## src/rtl/bus_controller.sv

```systemverilog
// Bus controller for a snooping cache: serialises one coherence request at a time
// through optional write-back, snoop broadcast and memory fill, with a wait timeout.
module bus_controller #(
    parameter int unsigned TIMEOUT = 15
) (
    input  logic        clock,
    input  logic        resetn,
    input  logic        writeMiss,
    input  logic        readMiss,
    input  logic        writeBack,
    input  logic        invalidate,
    input  logic [7:0]  addr,
    input  logic [15:0] wbData,
    input  logic        mem_ready,
    input  logic [15:0] mem_rdata,
    output logic        busy,
    output logic        bus_valid,
    output logic [1:0]  bus_op,
    output logic [7:0]  bus_addr,
    output logic        mem_req,
    output logic        mem_we,
    output logic [7:0]  mem_addr,
    output logic [15:0] mem_wdata,
    output logic        fill_valid,
    output logic [15:0] fill_data,
    output logic        timeout,
    output logic        req_drop,
    output logic [2:0]  dbg_state
);

    typedef enum logic [2:0] {
        S_IDLE  = 3'd0,
        S_WB    = 3'd1,
        S_BCAST = 3'd2,
        S_FILL  = 3'd3,
        S_DONE  = 3'd4
    } state_e;

    localparam logic [1:0] OP_NONE = 2'b00;
    localparam logic [1:0] OP_RD   = 2'b01;
    localparam logic [1:0] OP_WR   = 2'b10;
    localparam logic [1:0] OP_INV  = 2'b11;

    state_e      state_q, state_d;
    logic        ret_q, ret_d;
    logic [7:0]  cnt_q, cnt_d;
    logic [7:0]  lat_addr_q, lat_addr_d;
    logic [15:0] lat_wbd_q, lat_wbd_d;
    logic [1:0]  lat_op_q, lat_op_d;
    logic        lat_wb_q, lat_wb_d;

    logic        busy_q, busy_d;
    logic        bus_valid_q, bus_valid_d;
    logic [1:0]  bus_op_q, bus_op_d;
    logic [7:0]  bus_addr_q, bus_addr_d;
    logic        mem_req_q, mem_req_d;
    logic        mem_we_q, mem_we_d;
    logic [7:0]  mem_addr_q, mem_addr_d;
    logic [15:0] mem_wdata_q, mem_wdata_d;
    logic        fill_valid_q, fill_valid_d;
    logic [15:0] fill_data_q, fill_data_d;
    logic        timeout_q, timeout_d;
    logic        req_drop_q, req_drop_d;

    logic        any_req;
    logic        miss;
    logic [1:0]  req_op;
    logic [8:0]  cnt_inc;
    logic        timed_out;
    logic        abort;

    assign any_req   = writeMiss | readMiss | writeBack | invalidate;
    assign miss      = writeMiss | readMiss;
    assign req_op    = writeMiss ? OP_WR : (readMiss ? OP_RD : (invalidate ? OP_INV : OP_NONE));
    assign cnt_inc   = {1'b0, cnt_q} + 9'd1;
    // The wait window is exactly TIMEOUT cycles; a ready in the last one still completes.
    assign timed_out = !mem_ready && (cnt_inc == 9'(TIMEOUT));

    always_comb begin
        state_d     = state_q;
        cnt_d       = cnt_q;
        lat_addr_d  = lat_addr_q;
        lat_wbd_d   = lat_wbd_q;
        lat_op_d    = lat_op_q;
        lat_wb_d    = lat_wb_q;
        fill_data_d = fill_data_q;
        abort       = 1'b0;

        case (state_q)
            S_IDLE: begin
                // ret_q blanks sampling for the first cycle back in IDLE
                if (!ret_q && any_req) begin
                    lat_addr_d = addr;
                    lat_wbd_d  = wbData;
                    lat_op_d   = req_op;
                    lat_wb_d   = writeBack & miss;
                    if (req_op != OP_NONE) begin
                        cnt_d   = 8'd0;
                        state_d = lat_wb_d ? S_WB : S_BCAST;
                    end
                end
            end
            S_WB: begin
                if (mem_ready) begin
                    state_d = S_BCAST;
                end else if (timed_out) begin
                    abort   = 1'b1;
                    state_d = S_IDLE;
                end else begin
                    cnt_d = cnt_inc[7:0];
                end
            end
            S_BCAST: begin
                if (lat_op_q == OP_INV) begin
                    state_d = S_IDLE;
                end else begin
                    cnt_d   = 8'd0;
                    state_d = S_FILL;
                end
            end
            S_FILL: begin
                if (mem_ready) begin
                    fill_data_d = mem_rdata;
                    state_d     = S_DONE;
                end else if (timed_out) begin
                    abort   = 1'b1;
                    state_d = S_IDLE;
                end else begin
                    cnt_d = cnt_inc[7:0];
                end
            end
            S_DONE: begin
                state_d = S_IDLE;
            end
            default: begin
                state_d = S_IDLE;
            end
        endcase

        // Outputs are decoded from the next state so every port comes straight off a flop.
        ret_d        = (state_q != S_IDLE) && (state_d == S_IDLE);
        busy_d       = (state_d != S_IDLE);
        bus_valid_d  = (state_d == S_BCAST);
        bus_op_d     = bus_valid_d ? lat_op_d : 2'b00;
        bus_addr_d   = bus_valid_d ? lat_addr_d : 8'd0;
        mem_req_d    = (state_d == S_WB) || (state_d == S_FILL);
        mem_we_d     = (state_d == S_WB);
        mem_addr_d   = mem_req_d ? lat_addr_d : 8'd0;
        mem_wdata_d  = mem_we_d ? lat_wbd_d : 16'd0;
        fill_valid_d = (state_d == S_DONE);
        timeout_d    = abort;
        req_drop_d   = req_drop_q | (busy_q & any_req);
    end

    always_ff @(posedge clock or negedge resetn) begin
        if (!resetn) begin
            state_q      <= S_IDLE;
            ret_q        <= 1'b0;
            cnt_q        <= 8'd0;
            lat_addr_q   <= 8'd0;
            lat_wbd_q    <= 16'd0;
            lat_op_q     <= 2'b00;
            lat_wb_q     <= 1'b0;
            busy_q       <= 1'b0;
            bus_valid_q  <= 1'b0;
            bus_op_q     <= 2'b00;
            bus_addr_q   <= 8'd0;
            mem_req_q    <= 1'b0;
            mem_we_q     <= 1'b0;
            mem_addr_q   <= 8'd0;
            mem_wdata_q  <= 16'd0;
            fill_valid_q <= 1'b0;
            fill_data_q  <= 16'd0;
            timeout_q    <= 1'b0;
            req_drop_q   <= 1'b0;
        end else begin
            state_q      <= state_d;
            ret_q        <= ret_d;
            cnt_q        <= cnt_d;
            lat_addr_q   <= lat_addr_d;
            lat_wbd_q    <= lat_wbd_d;
            lat_op_q     <= lat_op_d;
            lat_wb_q     <= lat_wb_d;
            busy_q       <= busy_d;
            bus_valid_q  <= bus_valid_d;
            bus_op_q     <= bus_op_d;
            bus_addr_q   <= bus_addr_d;
            mem_req_q    <= mem_req_d;
            mem_we_q     <= mem_we_d;
            mem_addr_q   <= mem_addr_d;
            mem_wdata_q  <= mem_wdata_d;
            fill_valid_q <= fill_valid_d;
            fill_data_q  <= fill_data_d;
            timeout_q    <= timeout_d;
            req_drop_q   <= req_drop_d;
        end
    end

    assign busy       = busy_q;
    assign bus_valid  = bus_valid_q;
    assign bus_op     = bus_op_q;
    assign bus_addr   = bus_addr_q;
    assign mem_req    = mem_req_q;
    assign mem_we     = mem_we_q;
    assign mem_addr   = mem_addr_q;
    assign mem_wdata  = mem_wdata_q;
    assign fill_valid = fill_valid_q;
    assign fill_data  = fill_data_q;
    assign timeout    = timeout_q;
    assign req_drop   = req_drop_q;
    assign dbg_state  = state_q;

endmodule

```

## config.mk

```make
export PLATFORM = sky130hd
export DESIGN_NAME = bus_controller
export DESIGN_NICKNAME = d
export VERILOG_FILES = /design/src/rtl/bus_controller.sv
export SDC_FILE = /design/constraint.sdc
export NUM_CORES = 1
export LEC_CHECK = 0
export ABC_AREA = 1
export ABC_CLOCK_PERIOD_IN_PS = 2500
export CORE_AREA = 2 2 71 124
export DETAILED_ROUTE_END_ITERATION = 8
export DIE_AREA = 0 0 73 126
export PLACE_DENSITY = 0.77
export SYNTH_ARGS = -nofsm -noshare
export SYNTH_HDL_FRONTEND = slang
export SYNTH_SLANG_ARGS = --single-unit
```

## constraint.sdc

```tcl
create_clock -name clock -period 2.5 [get_ports clock]
set_clock_uncertainty 0.15 [all_clocks]
set_input_delay 0.25 -clock clock [delete_from_list [all_inputs] [get_ports clock]]
set_output_delay 0.25 -clock clock [all_outputs]
set_load 0.03 [all_outputs]
```

# Word level (Yosys, flattened, before mapping)
# Index checks and enable logic that the tools add are counted.
[word_totals]
elab_cells = 84
reg_bits = 95
inputBits = 47
output_inout_bits = 60
[op_classes]
eq_ne = 14
n_bitwise = 6
n_addsub = 1
muxes = 30
n_reduce_logical = 15
[ops]
columns = ["cell", "count"]
rows = [
  ["two-way mux 8 bit", 9],
  ["two-way mux 16 bit", 3],
  ["one-hot mux 8 bit (3 select lines)", 1],
  ["two-way mux 2 bit", 8],
  ["two-way mux 3 bit", 5],
  ["== test 3 x 2 -> 1 bit (second input constant)", 4],
  ["one-hot mux 3 bit (4 select lines)", 1],
  ["!= test 2 bit (second input constant)", 5],
  ["adder 8 x 1 -> 9 bit (second input constant)", 1],
  ["== test 9 x 4 -> 1 bit (second input constant)", 1],
  ["nonzero test 3 bit", 3],
  ["== test 3 x 1 -> 1 bit (second input constant)", 2],
  ["zero test 3 bit", 2],
  ["AND reduction 6 bit", 1],
  ["bitwise OR 1 bit", 4],
  ["== test 3 bit (second input constant)", 1],
  ["logical AND 1 bit", 3],
  ["two-way mux 1 bit", 3],
  ["bitwise AND 1 bit", 2],
  ["== test 2 bit (second input constant)", 1],
  ["zero test 1 bit", 2],
  ["AND reduction 2 bit", 1],
  ["nonzero test 2 bit", 1],
  ["OR reduction 2 bit", 1],
  ["logical OR 1 bit", 1],
]

# Logic depth before layout (Yosys ltp)
# Gate-level depths: netlist of run 1.
[logic_depth]
ltp_word = 10
ltp_mapped = 12
ltp_nobuf = 11

# Worst setup path before layout of run 1
# OpenSTA, ideal clock, no wires.
[synth_timing]
path_type = "register -> register"
startpoint = "register cnt_q[0]"
endpoint = "register mem_addr_q[0], in the netlist mem_addr[0]"
synth_period_minus_slack_ns = 1.845
path_slack_ns = 0.655
path_buffers = 1
stages_incl_launch_ff = 11
t_arrival_ns = 1.565
setup_ns = 0.130
t_required_ns = 2.220
cell_sequence = "dfrtp_1 ha_1 nand2_1 inv_1 nand3_1 nand2_1 nor2_2 nand3_4 a21oi_4 buf_4 nor2_1"
[synth_between]
elab_chain_len = 9
word_cells_on_any_way = 11
classes_between = "add/sub (1); eq/ne (3); mux (5); reduce/logical (2)"
[synth_lines]
columns = ["element", "line_no", "rtl"]
rows = [
  ["start, declared", "46", "logic [7:0] cnt_q, cnt_d;"],
  ["start signal, assigned", "179", "cnt_q <= cnt_d;"],
  ["adder 8 x 1 -> 9 bit *", "75", "assign cnt_inc = {1'b0, cnt_q} + 9'd1;"],
  ["== test 9 x 4 -> 1 bit *", "77", "assign timed_out = !mem_ready && (cnt_inc == 9'(TIMEOUT));"],
  ["logical AND 1 bit *", "77", ""],
  ["two-way mux 3 bit *", "106, 125", ""],
  ["two-way mux 3 bit, on equally long branches", "122, 104", ""],
  ["one-hot mux 3 bit (4 select lines) *", "89", "case (state_q)"],
  ["== test 3 x 1 -> 1 bit / == test 3 x 2 -> 1 bit (equally long branches)", "146", "mem_req_d = (state_d == S_WB) || (state_d == S_FILL);"],
  ["logical OR 1 bit *", "146", ""],
  ["two-way mux 8 bit *", "148", "mem_addr_d = mem_req_d ? lat_addr_d : 8'd0;"],
  ["named net mem_addr_d[0]", "58", "logic [7:0] mem_addr_q, mem_addr_d;"],
  ["end signal, assigned", "190", "mem_addr_q <= mem_addr_d;"],
  ["end, declared", "58", ""],
]
# Mark *: on every way through the listed nets, which the timed path passes. The rest lies on a longest branch.
# A chain may end at the register's enable or synchronous reset.

# Worst setup path after layout of run 1
[layout_timing]
startpoint = "register cnt_q[0]"
endpoint = "register mem_addr_q[4], in the netlist mem_addr[4]"
# The elaborated chain is that of the path after synthesis.

==> results of run 1 <==
logic make-up after synthesis:
group / Yosys count / synth area share, %
fa+ha+maj: 2 / 0.662
compound gates: 40 / 6.46
buf+inv: 68 / 7.35
flops: 95 / 62.9
simple gates: 191 / 22.6
flip-flops by register name, indices dropped and copies added (netlist names):
name        cells
lat_wbd_q      16
cnt_q           8
timeout         1
mem_req         1
fill_data      16
mem_we          1
mem_addr        8
mem_wdata      16
bus_addr        8
busy            1
bus_op          2
bus_valid       1
lat_addr_q      8
lat_op_q        2
ret_q           1
dbg_state       3
fill_valid      1
req_drop        1
cells in the mapped netlist, types with 2 or more instances:
master / instances / area (um^2)
o21ai_1: 4 / 20.0
nand4_1: 2 / 12.5
o21ai_0: 25 / 125
ha_1: 2 / 25.0
or2_0: 8 / 50.1
inv_2: 4 / 15.0
dfrtp_1: 95 / 2380
or2_1: 7 / 43.8
nor3_1: 4 / 20.0
buf_6: 2 / 22.5
o21bai_1: 2 / 15.0
nand2_2: 5 / 31.3
a21oi_1: 2 / 10.0
o21ai_2: 3 / 26.3
nand2_1: 85 / 319
nor2_1: 50 / 188
clkbuf_1: 2 / 7.51
inv_1: 55 / 206
nand3_1: 12 / 60.1
nor2_2: 5 / 31.3
or2_2: 9 / 56.3
buf_2: 2 / 10.0
area by class of cell:
cell class | instances | area share, %
sequential | 95 | 45.1
tap | 92 | 2.18
timing repair buffer | 111 | 21.1
clock buffer | 10 | 4.34
multi-input combinational | 233 | 21.3
inverter | 60 | 4.27
clock inverter | 6 | 1.71
worst reg2reg max path: cells and delay by family (launching register included):
kind            cells  cell delay [ns]
compound gates      1             0.31
simple gates        6             0.72
buf+inv             2             0.30
fa+ha+maj           1             0.24
flops               1             0.43
how the worst min path moves through the flow:
stage	end	slack (ns)	cells after the start
floorplan	bus_addr[0]	-0.20	0
global placement	fill_data[15]	0.15	1
detailed placement	fill_data[1]	0.16	1
CTS	fill_data[15]	0.28	3
global route	fill_data[8]	0.29	3
finish	fill_data[15]	0.29	3
power by group through the flow:
stage	Sequential, W	Clock [W]	Combinational [W]
3_3_place_gp	0.00239	0	0.00303
2_1_floorplan	0.00311	0	0.00118
3_5_place_dp	0.00240	0	0.00310
4_1_cts	0.00238	0.00149	0.00311
6_report	0.00238	0.00146	0.00308
5_1_grt	0.00245	0.00156	0.00336
what timing repair did:
action | 4_1_cts | 5_1_grt
hold buffers | 1 | 0
gates resized for setup | 0 | 0
hold endpoints to repair | 47 | 0
metrics by stage:
step	hold WS (ns)	worst slack, ns	cells	total power [W]	util, %
2_1_floorplan	-0.196	0.655	396	0.00429	-
3_3_place_gp	0.151	0.267	590	0.00542	60.3
3_5_place_dp	0.158	0.139	590	0.00550	60.3
4_1_cts	0.280	0.231	607	0.00699	64.3
5_1_grt	0.292	0.0444	607	0.00736	64.3
6_report	0.288	0.224	607	0.00692	64.3
metal layers:
layer  vias to the layer above  global-route usage (%)  routed length, um
met3                        24                    5.44                397
met4                         0                    10.3                281
li1                       1433                       -                  -
met5                         -                       0                  0
met2                        76                    33.4               4520
met1                      1433                    25.1               3430
==> impl_metrics.csv, run 1 <==
group,metric,value,unit
logic_synthesis,syn_avg_cell_area,9.55,um^2
finish,mostFrequentLayoutCells,"clkdlybuf4s50_1, dfrtp_1, nand2_1",
die,dieArea,9200,um^2
logic_synthesis,ys_warn_count,0,
detailed_routing,vias,2966,
detailed_routing,postRouteAntennaNets,0,
worst_setup_path,start_kind,"flip-flop",
detailed_routing,drc,0,
detailed_routing,vias_per_cell,4.89,
sta,fmax,439,MHz
finish,multiInputGateArea,1120,um^2
die,start_util,46.1,%
clock_network,post-cts-setup-buffers,0,
clock_network,h-tree-depth,3,
grt,grt_pass1_wl,14500,um
placement,place.port_buffers,106,
logic_synthesis,synth_area,3780,um^2
logic_synthesis,async_flop_share,100,%
worst_setup_path,crit_arrival,2.35,ns
worst_setup_path,r2r_cells,10,
logic_synthesis,netlist_instances,396,
pwr,vdd_drop_max,770,uV
finish,diodes,0,
worst_setup_path,crit_chain,"ha_1, nand2_1, inv_1, nand3_1, nand2_1, nor2_2, nand3_4, a21oi_4, buf_4, nor2_1",
detailed_routing,first_pass_iters,4,
die,rows,44,
logic_synthesis,synthesis.nets,445,
placement,place_area,4940,um^2
worst_setup_path,cp_top_family,"simple AND/OR/NAND/NOR gates",
sta,layout_min_cycle_time,2.28,ns
sta,worstMarginPinSlew,0.713,ns
sta,setup_tns,0,ns
worst_setup_path,required,2.57,ns
die,num_io_pins,107,
pwr,clkPwrFrac,21.1,%
finish,final_common_cell,"clkdlybuf4s50_1",
worst_setup_path,critPathCaptureType,"flip-flop",
placement,gp_congestion,0.834,
worst_setup_path,timing.critical_path.mode_cell,"nand2_1",
pwr,powerDensity,1310,nW/um^2
sta,setup_viol,0,
placement,dp_hpwl,6270,um
worst_setup_path,crit_path_top_delay_cell,"dfrtp_1",
finish,fillCellCount,666,
pwr,pwr-share-seq,34.5,%
worst_setup_path,reg2reg_from,"cnt_q[0]",
min_path,hp-class,"primary input to flip-flop",
clock_network,cts_sinks,95,
logic_synthesis,synth.ff_latch_count,95,
sta,grt_setup_unrepaired,"false",
sta,relSlewSlack,52.3,%
run,max_cap_viol_count,0,
sta,drv_slew,0,
finish,syn2layout_area_growth,39.5,%
logic_synthesis,synth_edf_count,0,
sta,min_period_over_period,91.0,%
die,core,8200,um^2
pwr,power_frac_comb,44.5,%
clock_network,cts.clk_slew.worst_paths,0.07,ns
worst_setup_path,reg2reg_to,"mem_addr[4]",
clock_network,clkLatencyLatePin,0.34,ns
finish,final_area,5270,um^2
die,dieHeight,126,um
clock_network,cts_buffer_depth,2,
detailed_routing,finalWirelength,8630,um
worst_setup_path,crit_fanout,8,
logic_synthesis,ys_seq_area_share,62.9,%
worst_setup_path,endpoint,"mem_addr[4]",
run_status,outcome,"finished clean",
sta,hold_viol,0,
worst_setup_path,critPathBufInv,2,
logic_synthesis,synth_ff_type,"dfrtp_1",
clock_network,cts_tree,"yes",
worst_setup_path,worstSetupPathType,"flip-flop to flip-flop",
die,die_x,73,um
grt,grt_pass1_vias,3091,
pwr,net-switching-power,0.00273,W
worst_setup_path,crit_path_max_incr_delay,0.43,ns
finish,seqCellArea,2380,um^2
grt,antenna_found_initial,0,
detailed_routing,drtIter0Drc,165,
grt,grt_max_degree,49,
pwr,p_leak,2.52,nW
min_path,hold_start,"mem_rdata[15]",
clock_network,cts_root_buffer,"clkbuf_16",
finish,nets,559,
grt,grt_overflow,0,
worst_setup_path,worstSetupStartpoint,"cnt_q[0]",
clock_network,cts_buffers,9,
pwr,internal_power,0.00419,W
finish,drive_gt1_share,9.71,%
worst_setup_path,cp.depth,10,
logic_synthesis,synth_cell_types,33,
grt,grt_usage,20.7,%
worst_setup_path,rrSetupSlack,0.22,ns
detailed_routing,wl_per_cell,14.2,um
pwr,power_switching_share,39.5,%
Note: power is estimated with default switching activity, not from simulation.
==> inputs of run 2 (changes only) <==
--- a/config.mk
+++ b/config.mk
@@ -7,10 +7,11 @@
 export LEC_CHECK = 0
 export ABC_AREA = 1
 export ABC_CLOCK_PERIOD_IN_PS = 2500
-export CORE_AREA = 2 2 71 124
+export CORE_AREA = 2 2 78 118
+export CTS_BUF_LIST = sky130_fd_sc_hd__clkbuf_2
 export DETAILED_ROUTE_END_ITERATION = 8
-export DIE_AREA = 0 0 73 126
-export PLACE_DENSITY = 0.77
+export DIE_AREA = 0 0 80 120
+export PLACE_DENSITY = 0.75
 export SYNTH_ARGS = -nofsm -noshare
 export SYNTH_HDL_FRONTEND = slang
 export SYNTH_SLANG_ARGS = --single-unit
==> run 2 against run 1 <==
  * Worst setup slack improved by 0.099 ns
  * Maximum frequency rose by 4.6%
  * Clock power fell by 44%
  * Total power fell by 9.4%
  * Die area rose by 4.4%
  * Register-to-register slack improved by 0.099 ns
  * Design area fell by 2.7%
  * Sequential share of layout area rose by 1.3 points
  * Final cell count rose by 3.3%
  * Sequential cell count did not move
  * Core utilization fell by 4.8 points
==> impl_metrics.csv, run 2 (same netlist as run 1, synthesis figures left out) <==
group,metric,value,unit
clock_network,clkLatencyLatePin,0.55,ns
worst_setup_path,start_kind,"flip-flop",
grt,grt_overflow,0,
die,dieArea,9600,um^2
worst_setup_path,cp_top_family,"simple AND/OR/NAND/NOR gates",
detailed_routing,finalWirelength,8440,um
placement,pre_cts_slack,0.159,ns
pwr,powerDensity,1220,nW/um^2
finish,diodes,0,
worst_setup_path,critPathBufInv,2,
placement,dp_hpwl,6250,um
worst_setup_path,crit_fanout,8,
finish,final_area,5130,um^2
clock_network,cts.clk_slew.worst_paths,0.24,ns
detailed_routing,drtIter0Drc,158,
detailed_routing,wl_per_cell,13.5,um
min_path,hp-class,"primary input to flip-flop",
finish,final_util,59.5,%
grt,grt_max_degree,62,
sta,drv_slew,0,
detailed_routing,vias,2925,
detailed_routing,postRouteAntennaNets,0,
sta,min_period_over_period,87.1,%
finish,drive_gt1_share,9.86,%
worst_setup_path,crit_path_top_delay_cell,"dfrtp_1",
die,rows,42,
placement,place_area,4970,um^2
grt,grt_pass1_wl,13800,um
sta,setup_viol,0,
die,start_util,43.9,%
grt,grt_usage,19.0,%
run_status,outcome,"finished clean",
pwr,power,0.00627,W
worst_setup_path,required,2.81,ns
finish,mostFrequentLayoutCells,"clkdlybuf4s50_1, dfrtp_1, nand2_1",
die,dieHeight,120,um
worst_setup_path,critPathCaptureType,"flip-flop",
die,core,8620,um^2
grt,antenna_found_initial,0,
clock_network,cts_buffer_depth,2,
die,die_x,80,um
detailed_routing,first_pass_iters,4,
worst_setup_path,reg2reg_from,"cnt_q[0]",
placement,place.port_buffers,106,
die,num_io_pins,107,
sta,worstMarginPinSlew,0.765,ns
worst_setup_path,crit_arrival,2.49,ns
finish,syn2layout_area_growth,35.7,%
clock_network,cts_tree,"yes",
worst_setup_path,worstSetupStartpoint,"cnt_q[0]",
finish,fillCellCount,744,
worst_setup_path,crit_chain,"ha_1, nand2_1, inv_1, nand3_1, nand2_1, nor2_2, nand3_4, a21oi_4, buf_4, nor2_1",
clock_network,h-tree-depth,3,
clock_network,cts_buffers,9,
pwr,vdd_drop_max,788,uV
finish,final_common_cell,"clkdlybuf4s50_1",
detailed_routing,drc,0,
clock_network,cts_root_buffer,"clkbuf_2",
worst_setup_path,crit_path_max_incr_delay,0.48,ns
sta,grt_setup_unrepaired,"false",
min_path,hold_start,"mem_rdata[14]",
sta,relSlewSlack,49.0,%
sta,fmax,459,MHz
sta,layout_min_cycle_time,2.18,ns
worst_setup_path,timing.critical_path.mode_cell,"nand2_1",
placement,gp_congestion,0.892,
finish,nets,561,
sta,hold_viol,0,
worst_setup_path,worstSetupPathType,"flip-flop to flip-flop",
clock_network,cts_resized,0,
clock_network,cts_sinks,95,
run,max_cap_viol_count,0,
grt,grt_pass1_vias,2968,
sta,setup_tns,0,ns
detailed_routing,vias_per_cell,4.67,
pwr,p_leak,2.46,nW
sta,fin_ws,0.323,ns
==> run 2: cell count changes in the layout (fill, tap and decap cells not counted) <==
cell           delta
clkinv_1          +1
clkbuf_1          -1
dlygate4sd3_1     +1
clkbuf_16         -9
clkbuf_2         +10
buf_4             +1
inv_6             -2
clkinv_4          +1
==> run 2: layout make-up <==
type                       instances  area (um^2)  share of cell area [%]
clock buffer                      10         50.0                   0.976
sequential                        95         2380                    46.4
multi-input combinational        233         1120                    21.9
tap                              110          138                    2.68
clock inverter                     6         85.1                    1.66
inverter                          60          225                    4.39
timing repair buffer             113         1130                    22.0
==> run 2: what timing repair did <==
action	CTS	global route
setup buffers	0	1
setup endpoints to repair	0	1
hold endpoints to repair	60	1
hold buffers	1	1
==> run 2: path summary, 6_finish.rpt <==
check | slack (ns) | end | cells past startpoint
min in group asynchronous | 0.12 | lat_wbd_q[13] | 2
max in group asynchronous | 1.38 | fill_data[11] | 3
max | 0.32 | mem_addr[6] | 10
min reg2reg | 0.36 | fill_data[11] | 2
max reg2reg | 0.32 | mem_addr[6] | 10
min | 0.05 | fill_data[14] | 3
==> run 2: power breakdown <==
group / leakage [nW] / switching, W / internal, W
clock network: 0.0795 / 0.000487 / 0.000331
registers: 1.19 / 0.000235 / 0.00213
logic: 1.19 / 0.00191 / 0.00118
==> run 2: stage by stage <==
step | std cells | hold WS, ns
floorplan | 396 | -0.196
global placement | 608 | 0.216
detailed placement | 608 | 0.228
CTS | 625 | 0.00817
global route | 627 | 0.000608
finish | 627 | 0.0539
==> run 2: worst register-to-register path, cell delays in order, from the launching register on <==
cell	delay, ns
dfrtp_1	0.48
ha_1	0.23
nand2_1	0.15
inv_1	0.10
nand3_1	0.10
nand2_1	0.11
nor2_2	0.17
nand3_4	0.15
a21oi_4	0.23
buf_4	0.18
nor2_1	0.06
==> run 2: routing by layer <==
| layer | wire length (um) | up-vias | track usage [%] |
|---|---|---|---|
| met2 | 4490 | 72 | 31.1 |
| met3 | 363 | 21 | 5.26 |
| li1 | - | 1438 | - |
| met4 | 239 | 0 | 7.94 |
| met5 | 0 | - | 0 |
| met1 | 3350 | 1394 | 23.4 |
==> inputs of run 3 (changes only) <==
--- a/config.mk
+++ b/config.mk
@@ -7,11 +7,10 @@
 export LEC_CHECK = 0
 export ABC_AREA = 1
 export ABC_CLOCK_PERIOD_IN_PS = 2500
-export CORE_AREA = 2 2 78 118
+export CORE_AREA = 2 2 88 133
 export CTS_BUF_LIST = sky130_fd_sc_hd__clkbuf_2
 export DETAILED_ROUTE_END_ITERATION = 8
-export DIE_AREA = 0 0 80 120
-export PLACE_DENSITY = 0.75
+export DIE_AREA = 0 0 90 135
 export SYNTH_ARGS = -nofsm -noshare
 export SYNTH_HDL_FRONTEND = slang
 export SYNTH_SLANG_ARGS = --single-unit
==> run 3 against run 2 <==
  * Critical path depth is 9 lower
  * Global-route usage is 3.7 points lower
  * Clock power is 4.6% higher
  * Clock-buffer cell count is 1 lower
  * Sequential cell count stayed put
  * Wire length is 4.7% higher
  * Non-clock buffer count is 14 higher
  * Design area is 3.8% higher
  * Combinational power hardly changed
==> impl_metrics.csv, run 3 (same netlist as run 1, synthesis figures left out) <==
group,metric,value,unit
run_status,outcome,"finished clean",
placement,place.port_buffers,106,
clock_network,cts_tree,"yes",
worst_setup_path,crit_path_max_incr_delay,0.72,ns
pwr,clkPwrFrac,13.6,%
detailed_routing,drc,0,
grt,use_met2,26.7,%
detailed_routing,wl_per_cell,13.0,um
sta,drv_slew,0,
grt,grt.met1_usage,18.2,%
worst_setup_path,critPathCaptureType,"primary output",
worst_setup_path,required,2.10,ns
detailed_routing,first_pass_iters,4,
pwr,internal_power,0.00365,W
finish,mostFrequentLayoutCells,"clkdlybuf4s50_1, dfrtp_1, nand2_1",
sta,fmax,461,MHz
clock_network,cts_resized,0,
die,dieArea,12200,um^2
grt,grt_overflow,0,
clock_network,clkLatencyLatePin,0.57,ns
finish,syn2layout_area_growth,40.8,%
worst_setup_path,worstSetupStartpoint,"dbg_state[1]",
detailed_routing,drtIter0Drc,150,
grt,grt_pass1_vias,3006,
detailed_routing,vias_per_cell,4.34,
worst_setup_path,crit_chain,"clkdlybuf4s50_1",
die,start_util,34.6,%
clock_network,cts_buffer_depth,2,
grt,grtUsageMet3,3.40,%
pwr,vdd_drop_max,737,uV
sta,relSlewSlack,58.5,%
worst_setup_path,worstSetupPathType,"flip-flop to primary output",
die,core,10900,um^2
detailed_routing,finalWirelength,8830,um
placement,gp_congestion,0.803,
min_path,hp-class,"primary input to async pin",
worst_setup_path,crit_path_top_delay_cell,"clkdlybuf4s50_1",
clock_network,h-tree-depth,3,
finish,drive_gt1_share,9.79,%
clock_network,post-cts-setup-buffers,0,
pwr,net-switching-power,0.00264,W
die,num_io_pins,107,
worst_setup_path,start_kind,"flip-flop",
sta,grt_setup_unrepaired,"false",
pwr,power,0.00629,W
finish,final_common_cell,"clkdlybuf4s50_1",
sta,worstMarginPinSlew,0.622,ns
pwr,pwr-share-seq,37.5,%
die,dieHeight,135,um
clock_network,cts_sinks,95,
sta,setup_tns,0,ns
grt,grt_pass1_wl,14600,um
finish,fillCellCount,1088,
sta,hold_ws,0.0428,ns
detailed_routing,postRouteAntennaNets,0,
finish,final_util,48.7,%
worst_setup_path,critPathBufInv,1,
grt,antenna_found_initial,1,
die,rows,47,
pwr,p_leak,2.51,nW
pwr,power_switching_share,41.9,%
grt,grt_max_degree,49,
worst_setup_path,reg2reg_from,"cnt_q[0]",
pwr,power_frac_comb,48.9,%
sta,min_period_over_period,86.7,%
run,max_cap_viol_count,0,
worst_setup_path,r2r_cells,10,
worst_setup_path,crit_arrival,1.77,ns
finish,seqCellArea,2380,um^2
die,die_x,90,um
grt,grt_usage,15.3,%
grt,grt.busiest_layer,"met2",
finish,multiInputGateArea,1120,um^2
sta,layout_min_cycle_time,2.17,ns
clock_network,ctsHoldBuffers,12,
pwr,powerDensity,1180,nW/um^2
detailed_routing,vias,2946,
sta,hold_viol,0,
worst_setup_path,crit_fanout,5,
clock_network,cts.clk_slew.worst_paths,0.24,ns
placement,dp_hpwl,6280,um
finish,nets,575,
clock_network,cts_buffers,9,
worst_setup_path,cp_top_family,"buffers and inverters",
clock_network,cts_root_buffer,"clkbuf_2",
sta,setup_viol,0,
worst_setup_path,cp.depth,1,
## run 3: worst paths after layout
kind                            slack (ns)            end
worst max-delay path                  0.33   dbg_state[1]
worst min-delay path                  0.04   fill_data[6]
worst max register to register        0.42    mem_addr[2]
worst min register to register        0.36  fill_data[13]
max in group asynchronous             1.47    mem_addr[1]
min in group clock                    0.06  fill_data[12]
## run 3: routing by layer
metal  wire (um)  vias to the layer above  part of all wire (%)
met2        4630                       69                    52
li1            -                     1465                     -
met4         151                        0                   1.7
met1        3690                     1400                    42
met3         362                       12                   4.1
met5           0                        -                     0
## run 3: final cells by class
cell class / count / share of cell area [%]
Antenna cell: 1 / 0.0470
Timing Repair Buffer: 127 / 23.8
Multi-Input combinational cell: 233 / 21.1
Clock buffer: 9 / 0.846
Tap cell: 147 / 3.45
Sequential cell: 95 / 44.7
Clock inverter: 7 / 1.81
Inverter: 60 / 4.23
## run 3: metrics by stage
stage	instance area [um^2]	worst slack (ns)	std cells
CTS	5280	0.274	674
finish	5320	0.333	679
detailed placement	5020	0.171	646
global route	5320	0.193	679
global placement	5020	0.241	646
floorplan	3780	0.655	396
## run 3: worst reg2reg max path, delay by kind of cell (launching register included)
kind                     cells  cell delay [ns]
buffers and inverters        2             0.29
AO/OA/AOI/OAI                1             0.16
AND/OR/NAND/NOR              6             0.67
flip-flops                   1             0.48
adder cells (fa/ha/maj)      1             0.23
## run 3: power groups by stage
| stage | sequential [W] | combinational (W) | clock (W) |
|---|---|---|---|
| floorplan | 0.00311 | 0.00118 | 0 |
| global placement | 0.00240 | 0.00305 | 0 |
| detailed placement | 0.00240 | 0.00310 | 0 |
| CTS | 0.00237 | 0.00312 | 0.000892 |
| global route | 0.00242 | 0.00337 | 0.000968 |
| finish | 0.00236 | 0.00307 | 0.000857 |
